## config.mk

```make
export PLATFORM = sky130hd
export DESIGN_NAME = regfile_controller_flat
export DESIGN_NICKNAME = d
export VERILOG_FILES = /design/src/rtl/regfile_pkg.sv /design/src/rtl/regfile_controller_if.sv /design/src/rtl/regfile_bypass.sv /design/src/rtl/regfile_controller.sv /design/src/flat_wrapper.sv
export SDC_FILE = /design/constraint.sdc
export NUM_CORES = 1
export LEC_CHECK = 0
export BUFFER_PORTS_ARGS = -buffer_cell sky130_fd_sc_hd__buf_4
export CORE_MARGIN = 2
export CORE_UTILIZATION = 35
export CTS_CLUSTER_DIAMETER = 100
export DETAILED_ROUTE_END_ITERATION = 7
export PLACE_DENSITY = 0.73
export SLEW_MARGIN = 30
export SYNTH_ARGS = -nofsm -noshare
export SYNTH_HDL_FRONTEND = slang
export SYNTH_SLANG_ARGS = --single-unit
```

## constraint.sdc

```tcl
create_clock -name clk -period 2.3 [get_ports clk]
set_clock_uncertainty 0.05 [all_clocks]
set_input_delay 0.115 -clock clk [delete_from_list [all_inputs] [get_ports clk]]
set_output_delay 0.115 -clock clk [all_outputs]
set_load 0.05 [all_outputs]
```

## src/rtl/regfile_pkg.sv

```systemverilog
// Shared types and defaults for the register-file controller.
// Holds the sequencer state encoding and the default bank geometry.
package regfile_pkg;

    localparam int DATAWIDTH_DEF = 32;
    localparam int DATADEPTH_DEF = 32;

    typedef enum logic [1:0] {
        INIT,
        CLEAR,
        RUN
    } regfileState_t;

endpackage

```

## src/rtl/regfile_controller_if.sv

```systemverilog
// Pipeline and bank signals of the register-file controller.
// master: the controller; slave: pipeline plus bank around it.
interface regfile_controller_if #(
    parameter int DATAWIDTH = 32,
    parameter int ADDRWIDTH = 5
);
    logic                 wbValid;
    logic [ADDRWIDTH-1:0] wbAddress;
    logic [DATAWIDTH-1:0] wbData;
    logic                 clearReq;
    logic [ADDRWIDTH-1:0] rdAddressA;
    logic [ADDRWIDTH-1:0] rdAddressB;
    logic [DATAWIDTH-1:0] rdDataA;
    logic [DATAWIDTH-1:0] rdDataB;
    logic                 ready;
    logic                 writeDropped;
    logic                 bankWriteEnable;
    logic [ADDRWIDTH-1:0] bankWriteAddress;
    logic [DATAWIDTH-1:0] bankWriteData;
    logic [ADDRWIDTH-1:0] bankReadAddressA;
    logic [ADDRWIDTH-1:0] bankReadAddressB;
    logic [DATAWIDTH-1:0] bankReadDataA;
    logic [DATAWIDTH-1:0] bankReadDataB;

    modport master (
        input  wbValid, wbAddress, wbData, clearReq,
        input  rdAddressA, rdAddressB,
        input  bankReadDataA, bankReadDataB,
        output rdDataA, rdDataB, ready, writeDropped,
        output bankWriteEnable, bankWriteAddress,
        output bankWriteData,
        output bankReadAddressA, bankReadAddressB
    );

    modport slave (
        output wbValid, wbAddress, wbData, clearReq,
        output rdAddressA, rdAddressB,
        output bankReadDataA, bankReadDataB,
        input  rdDataA, rdDataB, ready, writeDropped,
        input  bankWriteEnable, bankWriteAddress,
        input  bankWriteData,
        input  bankReadAddressA, bankReadAddressB
    );

endinterface

```

## src/rtl/regfile_bypass.sv

```systemverilog
// One read port: registered zero/forward flags and output mux.
// Ports: clk, reset_n, i_run, i_rdAddress, i_write*, i_bankReadData, o_rdData.
module regfile_bypass #(
    parameter int DATAWIDTH = 32,
    parameter int ADDRWIDTH = 5,
    parameter int ZEROREG   = 1
) (
    input  logic                 clk,
    input  logic                 reset_n,
    input  logic                 i_run,
    input  logic [ADDRWIDTH-1:0] i_rdAddress,
    input  logic                 i_writeEnable,
    input  logic [ADDRWIDTH-1:0] i_writeAddress,
    input  logic [DATAWIDTH-1:0] i_writeData,
    input  logic [DATAWIDTH-1:0] i_bankReadData,
    output logic [DATAWIDTH-1:0] o_rdData
);

    logic                 r_zero;
    logic                 r_fwd;
    logic [DATAWIDTH-1:0] r_fwdData;
    logic                 w_zero;
    logic                 w_fwd;

    assign w_zero = !i_run ||
                    ((ZEROREG != 0) && (i_rdAddress == '0));
    // Bank returns old data when read and write collide.
    assign w_fwd = i_writeEnable &&
                   (i_writeAddress == i_rdAddress);

    always_ff @(posedge clk or negedge reset_n) begin
        if (!reset_n) begin
            r_zero    <= 1'b1;
            r_fwd     <= 1'b0;
            r_fwdData <= '0;
        end else begin
            r_zero    <= w_zero;
            r_fwd     <= w_fwd;
            r_fwdData <= i_writeData;
        end
    end

    assign o_rdData = r_zero ? '0 :
                      r_fwd  ? r_fwdData :
                               i_bankReadData;

endmodule

```

## src/rtl/regfile_controller.sv

```systemverilog
// Register-file bank sequencer: zero sweep, write arbitration, bypass.
// Ports: clk, reset_n, bus (master: pipeline and bank signals).
module regfile_controller
    import regfile_pkg::*;
#(
    parameter int DATAWIDTH = DATAWIDTH_DEF,
    parameter int DATADEPTH = DATADEPTH_DEF,
    parameter int ZEROREG   = 1
) (
    input  logic                  clk,
    input  logic                  reset_n,
    regfile_controller_if.master  bus
);

    localparam int ADDRWIDTH = $clog2(DATADEPTH);
    localparam logic [ADDRWIDTH-1:0] LAST =
        ADDRWIDTH'(DATADEPTH - 1);

    regfileState_t        r_state;
    regfileState_t        w_stateNext;
    logic [ADDRWIDTH-1:0] r_count;
    logic [ADDRWIDTH-1:0] w_countNext;
    logic                 r_ready;
    logic                 r_writeDropped;
    logic                 w_we;
    logic [ADDRWIDTH-1:0] w_wa;
    logic [DATAWIDTH-1:0] w_wd;
    logic                 w_run;

    always_comb begin
        w_stateNext = r_state;
        w_countNext = r_count;
        w_we        = 1'b0;
        w_wa        = bus.wbAddress;
        w_wd        = bus.wbData;
        unique case (r_state)
            INIT: begin
                w_stateNext = CLEAR;
            end
            CLEAR: begin
                w_we = 1'b1;
                w_wa = r_count;
                w_wd = '0;
                // Counter parks at LAST; reset on next sweep entry.
                if (r_count == LAST) begin
                    w_stateNext = RUN;
                end else begin
                    w_countNext = r_count + 1'b1;
                end
            end
            RUN: begin
                w_we = bus.wbValid &&
                       !((ZEROREG != 0) &&
                         (bus.wbAddress == '0));
                if (bus.clearReq) begin
                    w_stateNext = CLEAR;
                    w_countNext = '0;
                end
            end
            default: begin
                w_stateNext = INIT;
            end
        endcase
    end

    always_ff @(posedge clk or negedge reset_n) begin
        if (!reset_n) begin
            r_state        <= INIT;
            r_count        <= '0;
            r_ready        <= 1'b0;
            r_writeDropped <= 1'b0;
        end else begin
            r_state <= w_stateNext;
            r_count <= w_countNext;
            r_ready <= (w_stateNext == RUN);
            if (bus.wbValid && (r_state != RUN)) begin
                r_writeDropped <= 1'b1;
            end
        end
    end

    assign w_run = (r_state == RUN);

    assign bus.ready            = r_ready;
    assign bus.writeDropped     = r_writeDropped;
    assign bus.bankWriteEnable  = w_we;
    assign bus.bankWriteAddress = w_wa;
    assign bus.bankWriteData    = w_wd;
    assign bus.bankReadAddressA = bus.rdAddressA;
    assign bus.bankReadAddressB = bus.rdAddressB;

    regfile_bypass #(
        .DATAWIDTH (DATAWIDTH),
        .ADDRWIDTH (ADDRWIDTH),
        .ZEROREG   (ZEROREG)
    ) u_bypassA (
        .clk            (clk),
        .reset_n        (reset_n),
        .i_run          (w_run),
        .i_rdAddress    (bus.rdAddressA),
        .i_writeEnable  (w_we),
        .i_writeAddress (w_wa),
        .i_writeData    (w_wd),
        .i_bankReadData (bus.bankReadDataA),
        .o_rdData       (bus.rdDataA)
    );

    regfile_bypass #(
        .DATAWIDTH (DATAWIDTH),
        .ADDRWIDTH (ADDRWIDTH),
        .ZEROREG   (ZEROREG)
    ) u_bypassB (
        .clk            (clk),
        .reset_n        (reset_n),
        .i_run          (w_run),
        .i_rdAddress    (bus.rdAddressB),
        .i_writeEnable  (w_we),
        .i_writeAddress (w_wa),
        .i_writeData    (w_wd),
        .i_bankReadData (bus.bankReadDataB),
        .o_rdData       (bus.rdDataB)
    );

endmodule

```

## src/flat_wrapper.sv

```systemverilog
// flat-port wrapper written by rule: the top's interface ports become plain ports
module regfile_controller_flat import regfile_pkg::*;
#(
    parameter int DATAWIDTH = DATAWIDTH_DEF,
    parameter int DATADEPTH = DATADEPTH_DEF,
    parameter int ZEROREG   = 1
)
  (clk, reset_n, bus_wbValid, bus_wbAddress, bus_wbData, bus_clearReq, bus_rdAddressA, bus_rdAddressB, bus_bankReadDataA, bus_bankReadDataB, bus_rdDataA, bus_rdDataB, bus_ready, bus_writeDropped, bus_bankWriteEnable, bus_bankWriteAddress, bus_bankWriteData, bus_bankReadAddressA, bus_bankReadAddressB);
  regfile_controller_if #(.DATAWIDTH(DATAWIDTH), .ADDRWIDTH(5)) bus_i ();
  input  logic clk;
  input  logic reset_n;
  input wire logic [$bits(bus_i.wbValid)-1:0] bus_wbValid;
  input wire logic [$bits(bus_i.wbAddress)-1:0] bus_wbAddress;
  input wire logic [$bits(bus_i.wbData)-1:0] bus_wbData;
  input wire logic [$bits(bus_i.clearReq)-1:0] bus_clearReq;
  input wire logic [$bits(bus_i.rdAddressA)-1:0] bus_rdAddressA;
  input wire logic [$bits(bus_i.rdAddressB)-1:0] bus_rdAddressB;
  input wire logic [$bits(bus_i.bankReadDataA)-1:0] bus_bankReadDataA;
  input wire logic [$bits(bus_i.bankReadDataB)-1:0] bus_bankReadDataB;
  output wire logic [$bits(bus_i.rdDataA)-1:0] bus_rdDataA;
  output wire logic [$bits(bus_i.rdDataB)-1:0] bus_rdDataB;
  output wire logic [$bits(bus_i.ready)-1:0] bus_ready;
  output wire logic [$bits(bus_i.writeDropped)-1:0] bus_writeDropped;
  output wire logic [$bits(bus_i.bankWriteEnable)-1:0] bus_bankWriteEnable;
  output wire logic [$bits(bus_i.bankWriteAddress)-1:0] bus_bankWriteAddress;
  output wire logic [$bits(bus_i.bankWriteData)-1:0] bus_bankWriteData;
  output wire logic [$bits(bus_i.bankReadAddressA)-1:0] bus_bankReadAddressA;
  output wire logic [$bits(bus_i.bankReadAddressB)-1:0] bus_bankReadAddressB;
  assign bus_i.wbValid = bus_wbValid;
  assign bus_i.wbAddress = bus_wbAddress;
  assign bus_i.wbData = bus_wbData;
  assign bus_i.clearReq = bus_clearReq;
  assign bus_i.rdAddressA = bus_rdAddressA;
  assign bus_i.rdAddressB = bus_rdAddressB;
  assign bus_i.bankReadDataA = bus_bankReadDataA;
  assign bus_i.bankReadDataB = bus_bankReadDataB;
  assign bus_rdDataA = bus_i.rdDataA;
  assign bus_rdDataB = bus_i.rdDataB;
  assign bus_ready = bus_i.ready;
  assign bus_writeDropped = bus_i.writeDropped;
  assign bus_bankWriteEnable = bus_i.bankWriteEnable;
  assign bus_bankWriteAddress = bus_i.bankWriteAddress;
  assign bus_bankWriteData = bus_i.bankWriteData;
  assign bus_bankReadAddressA = bus_i.bankReadAddressA;
  assign bus_bankReadAddressB = bus_i.bankReadAddressB;
  regfile_controller #(.DATAWIDTH(DATAWIDTH), .DATADEPTH(DATADEPTH), .ZEROREG(ZEROREG)) u_core (.clk(clk), .reset_n(reset_n), .bus(bus_i));
endmodule
```

== Word-level counts from Yosys, hierarchy flattened ==
Cells that the tools add are included.
Operators by class
  $add $sub $neg: 1
  eq/ne operators: 9
  mux-type cells: 13
  reduce and logical (&&, ||, !) cells: 14
Operators by type and width (count)
  $mux W32: 5
  $logic_not A5 Y1: 3
  $mux W5: 3
  $eq A5 B5 Y1: 2
  $pmux W5 S2: 1
  $ne A2 B2 Y1 const B: 3
  $pmux W2 S3: 1
  $add A5 B1 Y5 const B: 1
  $eq A5 B5 Y1 const B: 1
  $eq A2 B2 Y1 const B: 2
  $logic_and A1 B1 Y1: 4
  $mux W2: 2
  $reduce_and A3 Y1: 1
  $eq A2 B1 Y1 const B: 1
  $logic_not A1 Y1: 2
  $logic_not A2 Y1: 1
  $logic_or A1 B1 Y1: 2
  $pmux W1 S2: 1
  $reduce_bool A2 Y1: 1
Word-level totals
  bits in registers: 45
  input bits: 115
  output and inout bits: 114

== Depth between registers and ports, before layout ==
Gate-level depths: netlist (run 1).
  depth in word-level cells: 5
  gate-level depth with buffers: 8

== Hierarchy ==
A second synthesis (run 1) with hierarchy kept.
Second synthesis, totals
  cell total of the unflattened synthesis: 334
  area, all modules: 3713.6 um^2
By module, submodules not included
  regfile_bypass: instances 2, cells each 114, area each 1400.1 um^2, seq. area each 852.1 um^2
  regfile_controller: instances 1, cells each 106, area each 913.4 um^2, seq. area each 225.2 um^2

== Least setup slack after synthesis (run 1) ==
Ideal clock, no wire load.
  kind: reg2reg
  start point: register u_core.r_state[1]
  end point: register u_core.u_bypassA.r_fwd
  arrival: 2.036 ns
  path slack: 0.143 ns
  cell stages (with the launch flop): 8
  period minus slack after synthesis: 2.157 ns
  cells stage by stage: dfrtp_1 > inv_1 > ha_1 > buf_6 > buf_6 > inv_1 > a21boi_1 > and4_1
Between the ends
  elaborated cells on any way between the ends: 6
  classes of those cells: eq/ne (3); mux (2); reduce/logical (1)
RTL lines
  start: declaration: RTL line regfile_controller.sv:19  | regfileState_t r_state;
  start signal: assignment: RTL line regfile_controller.sv:73  | r_state <= w_stateNext;
  $eq A2 B2 Y1 or $eq A2 B1 Y1 (tied branches): RTL line regfile_controller.sv:36  | unique case (r_state)
  $pmux W1 S2 (*): RTL line regfile_controller.sv:36
  named net bus_bankWriteEnable: RTL line flat_wrapper.sv:24  | output wire logic [$bits(bus_i.bankWriteEnable)-1:0] bus_bankWriteEnable;
  $logic_and A1 B1 Y1 (*): RTL line regfile_bypass.sv:28  | assign w_fwd = i_writeEnable &&
  named net u_core.u_bypassA.w_fwd: RTL line regfile_bypass.sv:23  | logic w_fwd;
  end signal: assignment: RTL line regfile_bypass.sv:38  | r_fwd <= w_fwd;
  end: declaration: RTL line regfile_bypass.sv:20  | logic r_fwd;
Mark *: on every way through the listed nets, which the timed path passes. The rest lies on a longest branch.
A chain may end at the register's enable or synchronous reset.

== Worst setup path in the final report (run 1) ==
  start point: register u_core.r_state[0]
  end point: output port bus_bankWriteEnable
Between the ends
  cells in the longest elaborated chain, start to end: 2
  elaborated cells on any way between the ends: 3
  classes of those cells: eq/ne (2); mux (1)
Ends and longest elaborated chain (RTL line)
  $eq A2 B2 Y1 or $eq A2 B1 Y1 (tied branches): regfile_controller.sv:36
  $pmux W1 S2 (*): regfile_controller.sv:36
  end: declaration: flat_wrapper.sv:24
Mark *: on every way between the ends. The rest lies on a longest branch, timed or not.

==> results, run 1 <==
- The worst setup path is captured at an output pin.
- The number of flip-flops in the largest register is 32.
- The share of the cycle needed by the critical path after routing is 92.5%.
- Dividing the detail-routed via count by the number of cells gives 4.72.
- In this run the core area contains 33 standard-cell rows.
- Across every metal layer, demand over resource in global routing totals 20.6%.
- In the final design database the tool counted 643 nets.
- The power density relative to cell area is 894 mW/mm2.
- The number of warnings printed during yosys synthesis is 0.
- The finished cells cover 0.00476 mm2.
- The maximum vdd drop is 0.468 mV.
- The initial antenna violation count is 0.
- The largest fanout on the critical path is 12.
- The synthesis-stage register bit count is 45.
- At the placement stage, the worst setup path has a slack of 0.272 ns.
- Summing all placed instances gives a cell area of approximately 0.0046 mm2.
- The final route contains 2,962 vias.
- The register ranked first by flip-flop count is u_core.u_bypassA.r_fwdData.
- The headroom to the max-slew limit is a little over half.
- The total of max-cap violations is 0.
- The maximum number of buffers from clock root to sink is 2.
- Timing would allow up to 0.470 GHz.
- The number of DRC markers in iteration 0 is 45.
- The start-to-end type of the worst setup path is flop to output pin.
- The post-route netlist has 47.6% of its cells at a drive strength greater than 1.
- For this configuration, the core starts out at a cell density of 35.8%.
- Summed over all nets, the half-perimeter wirelength after detailed placement is 7740 um.
- The first global-routing pass estimated approximately 14,000 um of wire.
- Dividing the detail-routed wire length by the instance count gives 16.0 um.
- met2 is the most crowded layer.
- Summed over its instances, the top area cell type makes up a little under two fifths of the synthesized netlist area.
- TritonCTS built the clock tree.
- Ranked by total cell area, the synthesized netlist is headed by sky130_fd_sc_hd__dfrtp_1 37%, sky130_fd_sc_hd__mux2i_1 23%, sky130_fd_sc_hd__nor2_1 8.5%.
- The met1 demand-to-capacity share in global routing is a little under a quarter.
- The finished layout holds 628 standard cells, fillers aside.
- The core region is between 0.008 and 0.009 mm2.
- The die covers roughly 0.0091 mm2.
- The total wire length is 10,000 um.
- The clock period could shrink to between 2 and 2.5 ns.
- The clock root buffer is sky130_fd_sc_hd__clkbuf_8.
- The gate count of the mapped netlist is 309.
- The number of flops mapped to enable cells by yosys is 0.
- The first detailed-routing pass took 4 iterations.
- During placement, the flow inserted port buffers numbering ~230.
- Entering global routing, the biggest net connects 46 pins.
- The cell area after technology mapping is 0.00291 mm2.
- In the final layout, the registers with the most flip-flops are u_core.u_bypassA.r_fwdData x32, u_core.r_count x5, u_core.r_state x2.
- The least setup slack across all paths after layout is around 0.17 ns.
- The worst-margin pin slew is 0.714 ns.
- When the netlist entered floorplanning its net count stood at 430.
- In this run the worst hold path is classified as primary input to flop.
- The most common cell in the synthesized netlist is sky130_fd_sc_hd__mux2i_1.
- Measured along the y axis, the die boundary spans roughly 95 um.
- From synthesis to final layout, the design area changed by 63.7%.
- The library cell occupying the most area in the post-synthesis netlist is sky130_fd_sc_hd__dfrtp_1.
- The final-report max-slew violation count was 0.
- Data on the critical path is required at its endpoint by 2.13 ns.
- CTS built an H-tree with a depth of 2.
- The startpoint class of the critical path is a flop.
- At the worst endpoint, the arrival time is 1.96 ns.
- The tightest hold path in the finished design has a slack of approximately 0.027 ns.
- The sequential element share of the synthesized area is 38.8%.
- The flow ran to the end, and the final reports show no timing, DRC or antenna violations.
- Setup violations remaining at the end of the flow were counted as 0.
- After synthesis, the most frequently instantiated cells are 68 x sky130_fd_sc_hd__mux2i_1, 66 x sky130_fd_sc_hd__nor2_1, 43 x sky130_fd_sc_hd__dfrtp_1.
- The met3 track utilization from global routing is 4.98%.
- Setup repair after global routing left no endpoint under its margin.
- The most frequently used flop master after synthesis is sky130_fd_sc_hd__dfrtp_1.
- The congestion estimate from routability-driven global placement came to 0.899.
- In this run the remaining antenna-violating nets after routing total 0.
- The setup TNS after final layout is 0 ns.
- The cell total after placement is 616.
- Counting flops with an async set or reset pin after synthesis yields a share of 100%.
- The horizontal die dimension is between 90 and 100 um.
- The top-level I/O count is 229.
- The number of distinct library cell variants in the gate-level netlist after synthesis is 31.
- The count of final hold-check violations was 0.
- The number of global-route vias before repair is 2,861.
- The insertion delay of the later-clocked pin in the worst-skew pair is 0.29 ns.
- The clock sink count is 45.
- The total DRC errors in the routed layout is 0.
- The number of antenna diodes in the final layout is 0.
- Dividing the synthesized area by the synthesized cell count gives 9.41 um2.
- The number of buffers added by the clock tree synthesis step is 5.
- In the global route stage, met2 resource usage came out at 39.0%.
- The clock-pin slew of the registers on the worst-case setup and hold paths is 0.08 ns.
- The total overflow reported by the global router is 0.
- The total leakage power is 2.31 nW.
## through the flow
step | total power, mW | utilization [%]
after floorplan | 2.97 | -
after global placement | 3.73 | 57.0
after detailed placement | 3.79 | 57.0
after CTS | 4.29 | 58.5
after global routing | 4.48 | 58.5
final | 4.26 | 58.5
## metal layers
layer / wire length [um] / up-vias
li1: - / 1439
met1: 3770 / 1400
met2: 5370 / 114
met3: 833 / 9
met4: 68 / 0
met5: 0 / -
## worst max-delay path, stage by stage (launching register included)
cell and delay, ns:
sky130_fd_sc_hd__dfrtp_1 0.43, sky130_fd_sc_hd__inv_1 0.11, sky130_fd_sc_hd__ha_1 0.39, sky130_fd_sc_hd__o211ai_1 0.15, sky130_fd_sc_hd__a21boi_1 0.32, sky130_fd_sc_hd__buf_4 0.26
## cell type report
type	count	area (um2)
fill	735	3370
timing repair buffer	236	1810
multi-input combinational	225	1580
sequential	45	1130
tap	105	131
clock buffer	6	72.6
inverter	9	33.8
clock inverter	2	10.0
## cell usage in the layout (no fill, tap or decap), types with 2 or more instances in the layout
cell,instances
sky130_fd_sc_hd__buf_4,230
sky130_fd_sc_hd__mux2i_1,68
sky130_fd_sc_hd__nor2_1,66
sky130_fd_sc_hd__dfrtp_1,41
sky130_fd_sc_hd__nor2b_1,34
sky130_fd_sc_hd__o21ai_0,11
sky130_fd_sc_hd__inv_1,9
sky130_fd_sc_hd__xnor2_1,6
sky130_fd_sc_hd__a21oi_1,5
sky130_fd_sc_hd__ha_1,5
sky130_fd_sc_hd__clkbuf_8,5
sky130_fd_sc_hd__nand2_1,4
sky130_fd_sc_hd__xor2_1,4
sky130_fd_sc_hd__dlygate4sd3_1,4
sky130_fd_sc_hd__or4_1,3
sky130_fd_sc_hd__mux2i_2,2
sky130_fd_sc_hd__nor3_2,2
sky130_fd_sc_hd__and4_1,2
sky130_fd_sc_hd__a22oi_1,2
sky130_fd_sc_hd__clkinv_2,2
sky130_fd_sc_hd__buf_12,2
sky130_fd_sc_hd__dfrtp_2,2
sky130_fd_sc_hd__dfstp_2,2
## power by group
group | leakage [nW] | switching [mW] | internal, mW
clock | 0.0450 | 0.267 | 0.211
sequential | 0.571 | 0.199 | 1.02
combinational | 1.69 | 1.69 | 0.870
total | 2.31 | 2.15 | 2.10
## final timing paths
path	startpoint	end	slack [ns]	depth (start not counted)
setup / recovery	u_core.r_state[0]$_DFF_PN0_	bus_bankWriteEnable	0.17	5
hold / removal	bus_rdAddressA[1]	u_core.u_bypassA.r_zero$_DFF_PN1_	0.03	3
setup reg to reg	u_core.r_state[1]$_DFF_PN0_	u_core.bus.ready$_DFF_PN0_	0.25	7
hold reg to reg	u_core.bus.writeDropped$_DFFE_PN0P_	u_core.bus.writeDropped$_DFFE_PN0P_	0.42	1
max in group asynchronous	reset_n	u_core.u_bypassA.r_fwd$_DFF_PN0_	1.45	2
min in group asynchronous	reset_n	u_core.u_bypassA.r_fwdData[18]$_DFF_PN0_	0.32	2
## cells by family after synthesis
family	Yosys count	share of synthesized area, %
compound gates	23	4.65
buf+inv	39	7.10
simple gates	116	19.5
mux	70	24.3
flops	45	38.8
xor+xnor	10	3.01
fa+ha+maj	6	2.58
## what timing repair did
action,in CTS,in global routing
setup endpoints to repair,0,0
hold endpoints to repair,46,0
setup buffers,0,0
hold buffers,4,0
resized for setup,0,0
Note: power is estimated with default switching activity, not from simulation.
==> run 2: changes to the inputs <==
--- a/config.mk
+++ b/config.mk
@@ -5,12 +5,13 @@
 export SDC_FILE = /design/constraint.sdc
 export NUM_CORES = 1
 export LEC_CHECK = 0
+export ABC_AREA = 1
 export BUFFER_PORTS_ARGS = -buffer_cell sky130_fd_sc_hd__buf_4
 export CORE_MARGIN = 2
 export CORE_UTILIZATION = 35
 export CTS_CLUSTER_DIAMETER = 100
 export DETAILED_ROUTE_END_ITERATION = 7
-export PLACE_DENSITY = 0.73
+export PLACE_DENSITY = 0.72
 export SLEW_MARGIN = 30
 export SYNTH_ARGS = -nofsm -noshare
 export SYNTH_HDL_FRONTEND = slang
==> results, run 2 <==
- The run finished with clean final reports.
- The synthesized-area fraction occupied by and/or/nand/nor cells was 31.6% (+12 points).
- The final critical delay including setup and external delays is 2.06 ns (-0.0667 ns).
- The start-to-end type of the worst setup path is flop to output pin.
- The number of warnings printed during yosys synthesis is 0 (unchanged).
- The cell area after technology mapping came to 0.00296 mm2 (+1.7%).
- The initial antenna violation count came to 0 (unchanged).
- The horizontal die dimension was 95.9 um (+0.80%).
- The number of stages on the worst setup path is 5 (unchanged).
- The final-report max-slew violation count is 0 (unchanged).
- By area the synthesized netlist is led by sky130_fd_sc_hd__dfrtp_1 36%, sky130_fd_sc_hd__nand2_1 22%, sky130_fd_sc_hd__a21oi_1 11%.
- The global placer's final weighted congestion was 0.836 (-7.1%).
- The top-level I/O count was 229 (unchanged).
- The clock share of power is 11.6% (+0.4 points).
- The signal on the critical path passes through inv_1 -> ha_4 -> buf_4 -> nor2_1 -> buf_4.
- The maximum number of buffers from clock root to sink is 2 (unchanged).
- The total DRC errors in the routed layout is 0 (unchanged).
- The share of the cycle needed by the critical path after routing was 89.6% (-2.9 points).
- The total leakage power is 2.92 nW (+26%).
- In the final layout, the registers with the most flip-flops are u_core.u_bypassA.r_fwdData x32, u_core.r_count x5, u_core.r_state x2.
- The number of DRC markers in iteration 0 is 116 (+160%).
- The number of placement rows is 33 (unchanged).
- The largest net degree at the start of global routing is 46 (unchanged).
- The number of distinct library cell variants in the gate-level netlist after synthesis is 23 (-26%).
- The area used by sequential logic in the layout is 0.00113 mm2 (-0.22%).
- The required time reported for the critical path endpoint is 2.13 ns (about the same).
- The total half-perimeter wirelength after legalization and detailed placement is 8590 um (+11%).
- The initial standard-cell utilization of the core is 36.0% (+0.23 points).
- The headroom to the max-slew limit is 50.1% (-2.3 points).
- The tightest min-delay check is of the primary input to flop type.
- Ranked by instance count, the synthesized netlist is headed by 170 x sky130_fd_sc_hd__nand2_1, 67 x sky130_fd_sc_hd__a21oi_1, 54 x sky130_fd_sc_hd__inv_1.
- The routed via count divided by cell count was 4.74 (+0.56%).
- The tree is rooted in a sky130_fd_sc_hd__clkbuf_8.
- The final count of negative-setup-slack endpoints came to 0 (unchanged).
- The share of power burned in combinational logic is 60.3% (+0.3 points).
- The number of input and output port buffers inserted is 228 (unchanged).
- The cell-internal power is 2.01 mW (-4.5%).
- The xor and xnor area share after synthesis is 0.296% (-2.7 points).
- The detailed-routing iteration count for the pre-antenna-repair pass is 5 (+1).
- u_core.u_bypassA.r_fwdData holds more flip-flops than any other register.
- The sequential share of power was 28.0% (-0.7 points).
- The total wire length came to 12,100 um (+20%).
- Among cell families on the critical path, the largest total delay comes from buffers and inverters.
- The setup TNS after final layout is 0 ns (unchanged).
- The startpoint class of the critical path is a flop.
- The count of final hold-check violations is 0 (unchanged).
- The number of cells traversed by the worst hold path was 3 (unchanged).
- The net switching component of the power is 2.19 mW (+2.0%).
- The ratio of cells with drive above 1 in the final layout is 35.5% (-12 points).
- The remaining antenna violation count after routing is 0 (unchanged).
- The adder-cell area share of the yosys netlist came to 2.54% (-0.043 points).
- The achievable frequency came to 0.485 GHz (+3.2%).
- The worst path arrival time was 1.90 ns (-0.06 ns).
- The top cell type's share of synthesized area was 36.4% (-0.61 points).
- The number of flip-flops in the largest register came to 32 (unchanged).
- The synthesis-stage register bit count was 45 (unchanged).
- The number of buffer and inverter instances along the worst setup path came to 3 (+1).
- The post-synthesis async set-or-reset flop share is 100% (unchanged).
- The multiplexer share of the synthesized area is 0% (-24 points).
- STA classifies the critical path endpoint as an output pin.
- The worst-case reg-to-reg path depth is 10 (+3).
- The average size of a mapped cell was 6.42 um2 (-32%).
- The number of flops mapped to enable cells by yosys is 0 (unchanged).
- Setup repair after global routing left no endpoint under its margin.
- The layout filler cell count is 748 (+1.8%).
- The total of max-cap violations is 0 (unchanged).
- The library cell occupying the most area in the post-synthesis netlist is sky130_fd_sc_hd__dfrtp_1.
- The vertical die dimension was 95.9 um (+0.80%).
- The most frequently used flop master after synthesis is sky130_fd_sc_hd__dfrtp_1.
- Leaving out fill and tap cells, the most frequent cells in the layout are 232 x sky130_fd_sc_hd__buf_4, 170 x sky130_fd_sc_hd__nand2_1, 67 x sky130_fd_sc_hd__a21oi_1.
- The worst-case hold slack was 0.00927 ns (-0.0175 ns).
- The area taken by multi-input logic gates is 0.00143 mm2 (-9.4%).
- The total via count after detailed routing is 3,823 (+29%).
- The net count after synthesis is 582 (+35%).
- The number of buffers added by the clock tree synthesis step is 5 (unchanged).
- The average wire per cell in the routed design is 15.0 um (-6.2%).
- The clock-pin slew of the registers on the worst-case setup and hold paths is 0.09 ns (about the same).
- The setup slack of the most critical reg-to-reg path is 0.57 ns (+0.32 ns).
- The clock sink count came to 45 (unchanged).
- The cell repeated most along the worst path is sky130_fd_sc_hd__buf_4.
- In this run the critical register-to-register path is launched from u_core.r_state[1]$_DFF_PN0_.
- The worst-margin pin slew came to 0.749 ns (+0.0342 ns).
- The global-route wire length before repair is 17,700 um (+23%).
- The total die area is 0.00920 mm2 (+1.6%).
- The hold path startpoint is bus_wbData[28].
- Relative to the synthesized area, the layout overhead comes to 72.0%.
- The number of global-route vias before repair was 3,665 (+28%).
- The maximum vdd drop is 0.647 mV (+38%).
- The depth of the CTS H-tree was 2 (unchanged).
- After synthesis, the largest family of logic cells by area is simple AND/OR/NAND/NOR gates.
- The most common library cell in the layout ignoring fill and taps is sky130_fd_sc_hd__buf_4.
- The fraction of the mapped netlist area in compound gates was 13.4% (+8.7 points).
- The hold-critical path endpoint is u_core.u_bypassA.r_fwdData[28]$_DFF_PN0_.
- The insertion delay of the later-clocked pin in the worst-skew pair is 0.30 ns (about the same).
- The largest fanout on the critical path was 26 (+14).
- The total overflow reported by the global router was 0 (unchanged).
- The sequential element share of the synthesized area is 38.2% (-0.64 points).
- In this run the critical register-to-register path is captured at u_core.u_bypassB.r_fwd$_DFF_PN0_.
- The antenna diode instance count is 0 (unchanged).
- The core region area is 0.00822 mm2 (+1.0%).
- The start point of the critical path is u_core.r_state[1]$_DFF_PN0_.
- The largest incremental delay on the critical path was 0.41 ns (-0.02 ns).
- The overall fraction of global-route tracks in use was 25.4% (+4.8 points).
- The switching fraction of total power is 52.2% (+1.6 points).
- The number of nets in the layout was 821 (+28%).
- The most frequent cell after synthesis is sky130_fd_sc_hd__nand2_1.
- The power density relative to cell area is 826 mW/mm2 (-7.5%).
- The cell at the slowest stage of the critical path is sky130_fd_sc_hd__dfrtp_1.
- TritonCTS built the clock tree.
- The gate count of the mapped netlist is 461 (+49%).
-- run 2: cell count changes in the layout (fill, tap and decap cells not counted), moves of 13 or more --
cell / delta
sky130_fd_sc_hd__mux2i_1: -68
sky130_fd_sc_hd__a21oi_1: +62
sky130_fd_sc_hd__nor2_1: -17
sky130_fd_sc_hd__inv_1: +45
sky130_fd_sc_hd__nand3_1: +13
sky130_fd_sc_hd__dlygate4sd3_1: +30
sky130_fd_sc_hd__nor2b_1: -34
sky130_fd_sc_hd__nand2_1: +166
-- run 2: routing by layer --
metal / routed length (um) / global-route usage (%) / share of wire (%) / up-vias
li1: - / - / - / 1885
met1: 4730 / 28.9 / 39 / 1757
met2: 6340 / 49.0 / 52 / 165
met3: 866 / 4.15 / 7.2 / 16
met4: 157 / 6.07 / 1.3 / 0
met5: 0 / 0 / 0 / -
-- run 2: cells by family (layout without fill, tap and decap cells) --
| group | after synthesis | in the layout |
|---|---|---|
| compound gates | 77 | 77 |
| xor+xnor | 1 | 1 |
| fa+ha+maj | 6 | 6 |
| buf+inv | 92 | 332 |
| flops | 45 | 45 |
| simple gates | 240 | 240 |
-- run 2: metrics by stage --
step                      power (mW)  instance area [um2]  cells  utilization [%]  setup WS [ns]
after global placement          3.61                 4650    764             56.6          0.485
after global routing            4.46                 5090    806             61.9          0.142
after floorplan                 2.87                 2960    461                -          0.344
after CTS                       4.20                 5080    806             61.8         0.0490
final                           4.20                 5090    806             61.9          0.238
after detailed placement        3.66                 4650    764             56.6          0.395
-- run 2: final cells by class --
cell class	instances	area share (%)
Multi-Input combinational cell	324	28.1
Timing Repair Buffer	267	41.3
Clock inverter	2	0.197
Inverter	57	4.21
Tap cell	105	2.58
Sequential cell	45	22.2
Clock buffer	6	1.43
-- run 2: power groups by stage --
stage	logic (mW)	registers, mW	clock network (mW)
finish	2.54	1.18	0.490
global route	2.72	1.20	0.537
CTS	2.52	1.17	0.510
detailed placement	2.47	1.18	0
global placement	2.43	1.18	0
floorplan	1.75	1.13	0
-- run 2: worst max path at each step --
stage	to	slack, ns
after floorplan	u_core.u_bypassA.r_fwdData[10]$_DFF_PN0_	0.34
after global placement	bus_bankWriteData[2]	0.49
after detailed placement	bus_bankWriteData[23]	0.40
after CTS	bus_bankWriteData[23]	0.05
after global routing	bus_bankWriteData[25]	0.14
final	bus_bankWriteData[8]	0.24
-- run 2: worst reg2reg max path, stage by stage (launching register included) --
cell and delay [ns]:
sky130_fd_sc_hd__dfrtp_1 0.41, sky130_fd_sc_hd__inv_1 0.15, sky130_fd_sc_hd__ha_4 0.35, sky130_fd_sc_hd__inv_2 0.12
sky130_fd_sc_hd__nand2_1 0.13, sky130_fd_sc_hd__nand2_2 0.08, sky130_fd_sc_hd__nand2_1 0.06, sky130_fd_sc_hd__nand2_1 0.05
sky130_fd_sc_hd__nor2_1 0.10, sky130_fd_sc_hd__nand2_1 0.05, sky130_fd_sc_hd__nor2_1 0.11
-- run 2: what timing repair did --
action	CTS	global route
hold buffers	34	0
setup buffers	0	0
hold endpoints to repair	76	0
setup endpoints to repair	0	21
resized for setup	0	1
==> run 3: changes to the inputs <==
--- a/config.mk
+++ b/config.mk
@@ -12,6 +12,7 @@
 export CTS_CLUSTER_DIAMETER = 100
 export DETAILED_ROUTE_END_ITERATION = 7
 export PLACE_DENSITY = 0.72
+export REMOVE_ABC_BUFFERS = 1
 export SLEW_MARGIN = 30
 export SYNTH_ARGS = -nofsm -noshare
 export SYNTH_HDL_FRONTEND = slang
==> results, run 3 (synthesis gave the netlist of run 2 again) <==
- The run finished with clean final reports.
- The total half-perimeter wirelength after legalization and detailed placement is 8420 um (-2.0%).
- The cell total after placement is 766 (+0.26%).
- The horizontal die dimension is 95.9 um (unchanged).
- The total of max-cap violations is 0 (unchanged).
- The overall fraction of global-route tracks in use is 25.6% (+0.19 points).
- The pre-CTS worst setup slack is 0.418 ns (+0.0232 ns).
- The most common library cell in the layout ignoring fill and taps is sky130_fd_sc_hd__buf_4.
- The capture point of the worst path is bus_bankWriteData[18].
- The maximum vdd drop was 0.593 mV (-8.4%).
- The clock sink count is 45 (unchanged).
- The initial antenna violation count is 0 (unchanged).
- The largest registers in the layout are u_core.u_bypassA.r_fwdData x32, u_core.r_count x5, u_core.r_state x2.
- The area overhead of the layout relative to synthesis is 73.4%.
- The average wire per cell in the routed design is 14.5 um (-3.4%).
- The headroom to the max-slew limit was 51.9% (+1.8 points).
- u_core.u_bypassA.r_fwdData holds more flip-flops than any other register.
- The number of cells traversed by the worst hold path came to 4 (+1).
- The count of final hold-check violations is 0 (unchanged).
- The final instance count without filler cells was 810 (+0.50%).
- The total die area was 0.00920 mm2 (unchanged).
- The top-level I/O count is 229 (unchanged).
- The remaining antenna violation count after routing is 0 (unchanged).
- The power density relative to cell area is 829 mW/mm2 (+0.35%).
- The core region area was 0.00822 mm2 (unchanged).
- The setup TNS after final layout is 0 ns (unchanged).
- The initial standard-cell utilization of the core was 36.0% (unchanged).
- The met2 usage in global routing was 46.3% (-2.7 points).
- The total via count after detailed routing is 3,827 (+0.10%).
- The share of the cycle needed by the critical path after routing is 87.2% (-2.5 points).
- TritonCTS built the clock tree.
- The number of global-route vias before repair is 3,712 (+1.3%).
- The capturing element type of the critical path is an output pin.
- The largest net degree at the start of global routing is 46 (unchanged).
- The critical path is of the flop to output pin type.
- The setup slack of the most critical reg-to-reg path is 0.63 ns (+0.06 ns).
- The routed via count divided by cell count is 4.72 (-0.39%).
- The type of the worst min-delay path is primary input to flop.
- STA classifies the critical path startpoint as a flop.
- Setup repair after global routing left no endpoint under its margin.
- The number of input and output port buffers inserted is 228 (unchanged).
- The maximum number of buffers from clock root to sink came to 2 (unchanged).
- The total DRC errors in the routed layout was 0 (unchanged).
- The total wire length is 11,700 um (-2.9%).
- The global-route wire length before repair is 18,300 um (+3.5%).
- The detailed-routing iteration count for the pre-antenna-repair pass is 4 (-1).
- In this run the critical register-to-register path is captured at u_core.r_state[0]$_DFF_PN0_.
- The insertion delay of the later-clocked pin in the worst-skew pair is 0.30 ns (about the same).
- The met1 demand-to-capacity share in global routing is 29.3% (+0.43 points).
- The antenna diode instance count is 0 (unchanged).
- The layer with the highest usage is met2.
- The ratio of cells with drive above 1 in the final layout is 35.7% (+0.22 points).
- The worst path arrival time is 1.84 ns (-0.06 ns).
- The met3 track utilization from global routing is 5.79% (+1.6 points).
- The vertical die dimension is 95.9 um (unchanged).
- The depth of the CTS H-tree is 2 (unchanged).
- The layout filler cell count was 735 (-1.7%).
- The total leakage power is 2.94 nW (+0.71%).
- The worst-margin pin slew came to 0.721 ns (-0.0271 ns).
- The global placer's final weighted congestion is 0.845 (+1.2%).
- The number of buffers added by the clock tree synthesis step is 5 (unchanged).
- The total overflow reported by the global router is 0 (unchanged).
- The achievable frequency is 0.499 GHz (+2.8%).
- The number of nets in the layout was 825 (+0.49%).
- The startpoint identified for the worst register-to-register timing path is u_core.r_count[0]$_DFFE_PN0P_.
- The least setup slack across all paths after layout is 0.295 ns (+0.0565 ns).
- The start point of the critical path is u_core.r_state[1]$_DFF_PN0_.
- The final count of negative-setup-slack endpoints is 0 (unchanged).
- The clock root buffer is sky130_fd_sc_hd__clkbuf_8.
- The top cell types in the final layout, fill and taps aside, are 235 x sky130_fd_sc_hd__buf_4, 170 x sky130_fd_sc_hd__nand2_1, 67 x sky130_fd_sc_hd__a21oi_1.
- The number of placement rows is 33 (unchanged).
- The final critical delay including setup and external delays is 2.01 ns (-0.0565 ns).
- The clock-pin slew of the registers on the worst-case setup and hold paths was 0.09 ns (about the same).
- The number of DRC markers in iteration 0 is 137 (+18%).
- The largest fanout on the critical path is 27 (+3.8%).
- The number of flip-flops in the largest register is 32 (unchanged).
- The required time reported for the critical path endpoint was 2.13 ns (about the same).
- The worst-case reg-to-reg path depth is 9 (-1).
- The final-report max-slew violation count came to 0 (unchanged).
## run 3: changes by cell type in the layout (fill, tap and decap cells not counted), sizes merged
cell / change
buf: +2
dlygate4sd3: +2
clkbuf: +1
clkinv: -1
## run 3: per-layer routing
layer,vias up,part of all wire [%]
met5,-,0
met4,0,2.9
met3,29,7.8
met2,178,51
met1,1732,38
li1,1888,-
## run 3: final cells by class
type	instances	area, um2	area share, %
multi-input combinational	324	1430	27.8
timing repair buffer	271	2120	41.4
clock inverter	1	5.00	0.0976
clock buffer	7	96.3	1.88
inverter	57	214	4.17
tap	105	131	2.56
sequential	45	1130	22.0
## run 3: what timing repair did
item,CTS,global route
endpoints found under the setup margin,0,21
buffers inserted,0,0
resized for setup,0,1
hold endpoints to repair,78,0
hold buffers,36,0
## run 3: metrics by stage
stage	power (mW)	hold WS (ns)	area, um2	utilization (%)
2_1_floorplan	2.75	-0.231	2760	-
3_3_place_gp	3.60	0.103	4660	56.7
3_5_place_dp	3.64	0.119	4660	56.7
4_1_cts	4.25	0.0354	5120	62.3
5_1_grt	4.54	0.0250	5130	62.4
6_report	4.25	0.0474	5130	62.4
## run 3: worst min-delay path by stage
stage / startpoint / to / slack [ns]
floorplan: reset_n / u_core.bus.ready$_DFF_PN0_ / -0.23
global placement: reset_n / u_core.u_bypassA.r_fwdData[6]$_DFF_PN0_ / 0.10
detailed placement: reset_n / u_core.u_bypassA.r_fwdData[6]$_DFF_PN0_ / 0.12
CTS: bus_rdAddressA[2] / u_core.u_bypassA.r_fwd$_DFF_PN0_ / 0.04
global route: bus_rdAddressA[2] / u_core.u_bypassA.r_fwd$_DFF_PN0_ / 0.02
finish: bus_rdAddressB[2] / u_core.u_bypassB.r_fwd$_DFF_PN0_ / 0.05
## run 3: where the power goes
group / switching [mW] / internal, mW
registers: 0.161 / 1.01
clock network: 0.285 / 0.272
logic: 1.74 / 0.790
## run 3: worst max-delay path, cell delays in order (launching register included)
cell and delay (ns):
sky130_fd_sc_hd__dfrtp_1 0.41, sky130_fd_sc_hd__inv_1 0.13, sky130_fd_sc_hd__ha_4 0.34, sky130_fd_sc_hd__buf_4 0.33, sky130_fd_sc_hd__nor2_1 0.12, sky130_fd_sc_hd__buf_4 0.20
